$ cat config.mk
export PLATFORM = sky130hd
export DESIGN_NAME = ysyx_23060111_mem_arbiter
export DESIGN_NICKNAME = d
export VERILOG_FILES = /design/src/rtl/ysyx_23060111_mem_arbiter.sv
export SDC_FILE = /design/constraint.sdc
export NUM_CORES = 1
export LEC_CHECK = 0
export BUFFER_PORTS_ARGS = -buffer_cell sky130_fd_sc_hd__buf_2
export CELL_PAD_IN_SITES_DETAIL_PLACEMENT = 0
export CELL_PAD_IN_SITES_GLOBAL_PLACEMENT = 2
export CORE_MARGIN = 5
export CORE_UTILIZATION = 24
export CTS_CLUSTER_SIZE = 40
export DETAILED_ROUTE_END_ITERATION = 16
export PLACE_DENSITY_LB_ADDON = 0.1
export SYNTH_ARGS = -nofsm -noshare
export SYNTH_HDL_FRONTEND = slang
export SYNTH_SLANG_ARGS = --single-unit
$ cat constraint.sdc
create_clock -name clk -period 2.62 [get_ports clk]
set_input_delay 0.262 -clock clk [delete_from_list [all_inputs] [get_ports clk]]
set_output_delay 0.262 -clock clk [all_outputs]
set_load 0.05 [all_outputs]
$ cat src/rtl/ysyx_23060111_mem_arbiter.sv
// Two-master, one-slave memory arbiter (IFU = master 0, LSU = master 1).
// One transaction in flight. Round-robin grant on contention. A slave that
// stalls too long in REQ+RSP is answered with an error response.
module ysyx_23060111_mem_arbiter #(
    parameter int TIMEOUT = 255,
    parameter int CNT_W   = 8
) (
    input  logic        clk,
    input  logic        rst,

    input  logic        m0_req_valid,
    output logic        m0_req_ready,
    input  logic [31:0] m0_addr,
    input  logic        m0_wen,
    input  logic [31:0] m0_wdata,
    input  logic [3:0]  m0_wstrb,
    output logic        m0_rsp_valid,
    input  logic        m0_rsp_ready,
    output logic [31:0] m0_rdata,
    output logic        m0_rsp_err,

    input  logic        m1_req_valid,
    output logic        m1_req_ready,
    input  logic [31:0] m1_addr,
    input  logic        m1_wen,
    input  logic [31:0] m1_wdata,
    input  logic [3:0]  m1_wstrb,
    output logic        m1_rsp_valid,
    input  logic        m1_rsp_ready,
    output logic [31:0] m1_rdata,
    output logic        m1_rsp_err,

    output logic        s_req_valid,
    input  logic        s_req_ready,
    output logic [31:0] s_addr,
    output logic        s_wen,
    output logic [31:0] s_wdata,
    output logic [3:0]  s_wstrb,
    input  logic        s_rsp_valid,
    output logic        s_rsp_ready,
    input  logic [31:0] s_rdata,
    input  logic        s_rsp_err,

    output logic        stale_rsp
);

    typedef enum logic [1:0] {IDLE, REQ, RSP, RESP} state_e;

    localparam logic [CNT_W-1:0] CNT_LAST = CNT_W'(TIMEOUT - 1);

    state_e           state_q, state_d;
    logic             gnt_q, gnt_d;
    logic             last_gnt_q, last_gnt_d;
    logic [31:0]      addr_q, addr_d;
    logic             wen_q, wen_d;
    logic [31:0]      wdata_q, wdata_d;
    logic [3:0]       wstrb_q, wstrb_d;
    logic [31:0]      rdata_q, rdata_d;
    logic             err_q, err_d;
    logic [CNT_W-1:0] cnt_q, cnt_d;
    logic             stale_q, stale_d;

    logic             arb_gnt;
    logic             timed_out;

    // Winner of the IDLE arbitration: sole requester, else the one not served last.
    always_comb begin
        if (m0_req_valid && m1_req_valid) arb_gnt = ~last_gnt_q;
        else                              arb_gnt = m1_req_valid;
    end

    // >= rather than == so a REQ exit taken on the last allowed cycle still
    // leaves RSP bounded instead of letting the counter wrap.
    assign timed_out = (cnt_q >= CNT_LAST);

    // Next-state and datapath update for the transaction FSM.
    always_comb begin
        state_d    = state_q;
        gnt_d      = gnt_q;
        last_gnt_d = last_gnt_q;
        addr_d     = addr_q;
        wen_d      = wen_q;
        wdata_d    = wdata_q;
        wstrb_d    = wstrb_q;
        rdata_d    = rdata_q;
        err_d      = err_q;
        cnt_d      = cnt_q;
        stale_d    = stale_q;

        // s_rsp_ready is high in IDLE/REQ; anything accepted there is orphaned.
        if ((state_q == IDLE || state_q == REQ) && s_rsp_valid) stale_d = 1'b1;

        case (state_q)
            IDLE: begin
                if (m0_req_valid || m1_req_valid) begin
                    gnt_d      = arb_gnt;
                    last_gnt_d = arb_gnt;
                    addr_d     = arb_gnt ? m1_addr  : m0_addr;
                    wen_d      = arb_gnt ? m1_wen   : m0_wen;
                    wdata_d    = arb_gnt ? m1_wdata : m0_wdata;
                    wstrb_d    = arb_gnt ? m1_wstrb : m0_wstrb;
                    cnt_d      = '0;
                    state_d    = REQ;
                end
            end
            REQ: begin
                cnt_d = cnt_q + 1'b1;
                if (s_req_ready) begin
                    state_d = RSP;
                end else if (timed_out) begin
                    rdata_d = '0;
                    err_d   = 1'b1;
                    state_d = RESP;
                end
            end
            RSP: begin
                cnt_d = cnt_q + 1'b1;
                if (s_rsp_valid) begin
                    rdata_d = wen_q ? 32'h0 : s_rdata;
                    err_d   = s_rsp_err;
                    state_d = RESP;
                end else if (timed_out) begin
                    rdata_d = '0;
                    err_d   = 1'b1;
                    state_d = RESP;
                end
            end
            RESP: begin
                if (gnt_q ? m1_rsp_ready : m0_rsp_ready) state_d = IDLE;
            end
            default: state_d = IDLE;
        endcase
    end

    // State registers; reset abandons any slave access in flight.
    always_ff @(posedge clk) begin
        if (rst) begin
            state_q    <= IDLE;
            gnt_q      <= 1'b0;
            last_gnt_q <= 1'b1;
            addr_q     <= '0;
            wen_q      <= 1'b0;
            wdata_q    <= '0;
            wstrb_q    <= '0;
            rdata_q    <= '0;
            err_q      <= 1'b0;
            cnt_q      <= '0;
            stale_q    <= 1'b0;
        end else begin
            state_q    <= state_d;
            gnt_q      <= gnt_d;
            last_gnt_q <= last_gnt_d;
            addr_q     <= addr_d;
            wen_q      <= wen_d;
            wdata_q    <= wdata_d;
            wstrb_q    <= wstrb_d;
            rdata_q    <= rdata_d;
            err_q      <= err_d;
            cnt_q      <= cnt_d;
            stale_q    <= stale_d;
        end
    end

    // Handshake outputs decode from state; rst masks them all to 0.
    always_comb begin
        m0_req_ready = !rst && (state_q == IDLE) && !arb_gnt;
        m1_req_ready = !rst && (state_q == IDLE) &&  arb_gnt;
        s_req_valid  = !rst && (state_q == REQ);
        s_rsp_ready  = !rst && (state_q != RESP);
        m0_rsp_valid = !rst && (state_q == RESP) && !gnt_q;
        m1_rsp_valid = !rst && (state_q == RESP) &&  gnt_q;
    end

    // Response data only toward the granted master during RESP; 0 otherwise.
    always_comb begin
        m0_rdata   = ((state_q == RESP) && !gnt_q) ? rdata_q : 32'h0;
        m0_rsp_err = (state_q == RESP) && !gnt_q && err_q;
        m1_rdata   = ((state_q == RESP) &&  gnt_q) ? rdata_q : 32'h0;
        m1_rsp_err = (state_q == RESP) &&  gnt_q && err_q;
    end

    assign s_addr    = addr_q;
    assign s_wen     = wen_q;
    assign s_wdata   = wdata_q;
    assign s_wstrb   = wstrb_q;
    assign stale_rsp = stale_q;

endmodule

======== Word-level counts from Yosys, hierarchy flattened ========
Index checks and enable logic that the tools add are counted.
storage, ports and cells
  register bits ........................... 115
  bits of input ports ..................... 179
  word-level logic and storage cells ...... 73
cells by class
  add/subtract/negate cells ............... 1
  order comparisons ....................... 1
  eq/ne operators ......................... 7
  muxes and demuxes ....................... 25
  bitwise logic cells ..................... 1
  reductions and logical operators ........ 27
operators with widths
  operator               number
  $mux W32               8
  $pmux W32 S2           1
  $pmux W8 S2            1
  $logic_and A1 B1 Y1    14
  $mux W2                5
  $add A8 B1 Y8 const B  1
  $ge A8 B8 Y1 const B   1
  $mux W8                1
  $ne A2 B2 Y1 const B   4
  $pmux W2 S4            1
  $reduce_and A2 Y1      4
  $mux W1                6
  $eq A2 B2 Y1 const B   2
  $mux W4                1
  $reduce_bool A2 Y1     2
  $logic_not A1 Y1       3
  $eq A2 B1 Y1 const B   1
  $logic_not A2 Y1       1
  $logic_or A1 B1 Y1     2
  $pmux W1 S2            1
  $reduce_or A2 Y1       1
  $not A1 Y1             1

======== Logic depth before layout (Yosys ltp) ========
  word-level depth ........................ 4
  gate-level depth with buffers ........... 9
  depth with buffers taken out ............ 6

======== Worst setup path before layout ========
OpenSTA, ideal clock, no wires.
  path type ............................... reg2out
  start point ............................. register state_q[1]
  end point ............................... output port m0_rdata[10]
  data arrival time ....................... 1677 ps
  data required time ...................... 2358 ps
  path slack .............................. 681 ps
  cell stages (with the launch flop) ...... 6
  path buffers ............................ 2
  cell sequence ........................... dfxtp_1 -> ha_1 -> clkbuf_1 -> nor2b_1 -> clkbuf_1 -> and2_1
on the way
  word-level cells in the longest chain between the ends .. 3
RTL lines
  what                    RTL line  text
  from (decl)             51        state_e state_q, state_d;
  from (signal assigned)  150       state_q <= state_d;
  $eq A2 B2 Y1            176       m0_rdata = ((state_q == RESP) && !gnt_q) ? rdata_q : 32'h0;
  $logic_and A1 B1 Y1     176
  $mux W32                176
  to (decl)               19        output logic [31:0] m0_rdata,
No other way between the ends.

======== Worst setup path after layout ========
  start point ............................. register state_q[1]
  end point ............................... output port m0_rdata[15]
Same word-level chain as after synthesis.

==> run_results.csv <==
group,metric,value,unit
layout,layout.cells.most_common,"buf_2",
setup_path,critical_path_arrival,2170,ps
floorplan,die_w,161,µm
clock_tree,cts_root_buffer,"clkbuf_16",
timing,fin_worst_skew,9.06,ps
timing,finalSetupViolations,0,
global_route,grt_pass1_vias,5986,
synth,ys_types,43,
layout,finish.instance_area,0.00798,mm²
timing,worst_slack,191,ps
pwr,internal_power,4.06,mW
synth,yosys_warnings,0,
synth,synth_seq_cells,115,
pwr,power_density,825,mW/mm²
pwr,power.combinational.fraction,0.329,
setup_path,timing.rr.start,"state_q[1]",
layout,area_delta_synth_final,45.2,%
synth,yosys.area.top_type,"dfxtp_1",
route,dr.pass1.iters,4,
setup_path,crit_required,2360,ps
floorplan,ioPinCount,321,
timing,post-route-period-util,0.927,
clock_tree,clock_tree.buffer_depth,2,
floorplan,core_area,0.0226,mm²
clock_tree,clock_insertion_delay_at_the_later_pin_of_the_skew_report,410,ps
pwr,power.net_switching,2.52,mW
timing,post-route-min-period,2430,ps
global_route,grt_first_pass_wirelength,33900,µm
global_route,grt_overflow_total,0,
setup_path,path_delay_family,"buffers and inverters",
timing,hold_violations,0,
placed_design,hpwl_reported_at_the_end_of_detailed_placement,16300,µm
route,detailroute.via_count,5989,
global_route,initial_antenna_violation_count,11,
global_route,grt_max_degree,77,
setup_path,setup.worst_path.start_class,"flip-flop",
setup_path,crit_type,"reg2out",
placed_design,dp.cells,1267,
synth,proportion_of_synthesized_chip_area_in_sequential_cells,0.419,
route,drt_iter0_markers,275,
timing,finalHoldWorstSlack,87.9,ps
route,route.detailed.wl_per_inst,17.0,µm
clock_tree,cts_made_buffers,17,
pwr,switching_power_as_a_share_of_total_power,0.383,
min_path,holdCritStartpoint,"s_rdata[8]",
layout,post_layout_nonfiller_instances,1299,
setup_path,endpoint_kind,"primary output",
synth,fraction_of_the_mapped_netlist_area_in_adder_cells,0.0159,
synth,synth_fp_nets,898,
layout,finish.net_count,1187,
placed_design,placement.io_buffers,320,
clock_tree,cts.reportedPaths.clkPinSlew,60,ps
route,totalWireLength,22000,µm
route,drcViolationCount,0,
clock_tree,tritoncts_clock_tree,"built",
pwr,leakagePower,3.89,nW
timing,rsz0062_at_grt,"no",
floorplan,fp-row-count,55,
synth,synthTopCellsByArea,"dfxtp_1 42%, nand2_1 12%, a311oi_1 11%",
synth,post_synth_instance_area,0.00549,mm²
timing,tightestPinTransition,635,ps
placed_design,place_ws,514,ps
clock_tree,post_cts.repair.setup_buffers,0,
floorplan,floorplan.die.height,161,µm
synth,synth_simple_gate_area_frac,0.285,
floorplan,start_util,0.243,
pwr,power_share_of_the_sequential_group,0.323,
clock_tree,clock_tree.htree_level_count,4,
timing,max_slew_margin,0.575,
setup_path,cp_cell_sequence,"ha_1, buf_4, nor2b_1, buf_4, and2_1, buf_2",
timing,setup_tns,0,ps
setup_path,cpMaxStageDelayCell,"dfxtp_1",
route,final_ant_viol_nets,0,
pwr,design_power_total,6.58,mW
pwr,ir_worst_vdd,0.000393,V
synth,share_of_cell_area_taken_by_muxes_after_synthesis,0,
synth,synth_top_cell_area_share,0.419,
synth,post_synth_xor_area_fraction,0.00797,
run_status,run_status,"finished clean",
setup_path,cpPeakStageDelay,400,ps
placed_design,routabilityCongestion,0.736,
synth,synth_top_family_by_area,"simple AND/OR/NAND/NOR gates",
synth,synth-compound-area-share,0.213,
placed_design,placed_cell_area,0.00739,mm²
min_path,worst_hold_path_type,"in2reg",
synth,synthCells,712,
clock_tree,post_cts_resize_count,0,
timing,timing.final.max_slew_violations,0,
synth,synth-edff-count,0,
global_route,grt_usage,0.165,
synth,dominantRegCellSynth,"dfxtp_1",
timing,fmaxAchievable,412,MHz
layout,post_route_cells_drive_above_1_share,0.373,
layout,final_cell_mix,"319 x buf_2, 176 x nand2_1, 115 x dfxtp_1",
floorplan,floorplan.die_area,0.0260,mm²
setup_path,timing.critical_path.buf_inv,3,
layout,finalCoreUtilization,0.353,
pwr,clock_power_share,0.348,
setup_path,path_common_cell,"buf_4",
setup_path,setup.worst_path.start,"state_q[1]",
synth,ys_async_rst_share,0,
clock_tree,ctsHoldBuffers,0,
synth,synth.avg_cell_area,7.71,µm²
route,vias_per_cell,4.61,
setup_path,critPathMaxFanout,37,
run,maxCapViolations,0,
clock_tree,tritoncts_num_sinks,115,
layout make-up:
cell class | instances | area [µm²]
Clock buffer | 22 | 474
Multi-Input combinational cell | 521 | 2890
Sequential cell | 115 | 2300
Fill cell | 2456 | 14600
Timing Repair Buffer | 339 | 1820
Clock inverter | 9 | 105
Inverter | 7 | 26.3
Tap cell | 285 | 357
Antenna cell | 1 | 2.50
tightest hold or removal path: stages:
cell,delay (ps)
buf_2,90
nand2_1,40
a21oi_1,50
metal layers:
metal | track usage | wire [µm] | part of all wire | vias to the layer above
met3 | 0.0760 | 2110 | 0.096 | 39
met5 | 0 | 127 | 0.0058 | -
met1 | 0.197 | 9180 | 0.42 | 2645
met2 | 0.269 | 10300 | 0.47 | 219
met4 | 0.0434 | 327 | 0.015 | 20
li1 | - | - | - | 3066
synth_stat cells, types with 2 or more instances:
cell type and count:
a21oi_1 38, a311oi_1 69, and2_1 36, and3_1 33, buf_1 2, buf_2 19, clkbuf_1 46, dfxtp_1 115
ha_1 7, inv_1 7, nand2_1 177, nand2b_1 2, nand3_1 3, nand4_1 2, nor2_1 83, nor2b_1 2
nor3_1 3, o21a_1 2, o21ai_0 5, o31ai_1 32, or2_2 2, or3_1 3, xnor2_1 2, xor2_1 3
logic make-up after synthesis:
group | after synthesis
fa+ha+maj | 7
buf+inv | 76
simple gates | 352
flops | 115
compound gates | 157
xor+xnor | 5
path summary, 6_finish.rpt:
| path | end | slack [ps] | depth (start not counted) |
|---|---|---|---|
| max reg2reg | s_wdata[17] | 610 | 6 |
| max | m0_rdata[15] | 190 | 6 |
| min reg2reg | stale_rsp | 450 | 2 |
| min | rdata_q[8] | 90 | 3 |
power by group through the flow:
stage	Combinational (mW)	Sequential, mW	Clock [mW]
after global routing	2.35	2.16	2.45
final	2.16	2.13	2.29
after floorplan	0.778	2.90	0
after detailed placement	2.20	2.16	0
after global placement	2.21	2.16	0
after CTS	2.20	2.13	2.36
state kept, by name, indices dropped and copies added, names as in the netlist:
register	cells
last_gnt_q	1
gnt_q	1
s_wstrb	4
rdata_q	32
s_addr	32
s_wdata	32
err_q	1
s_wen	1
stale_rsp	1
state_q	2
cnt_q	8
(Power assumes the default switching activity.)
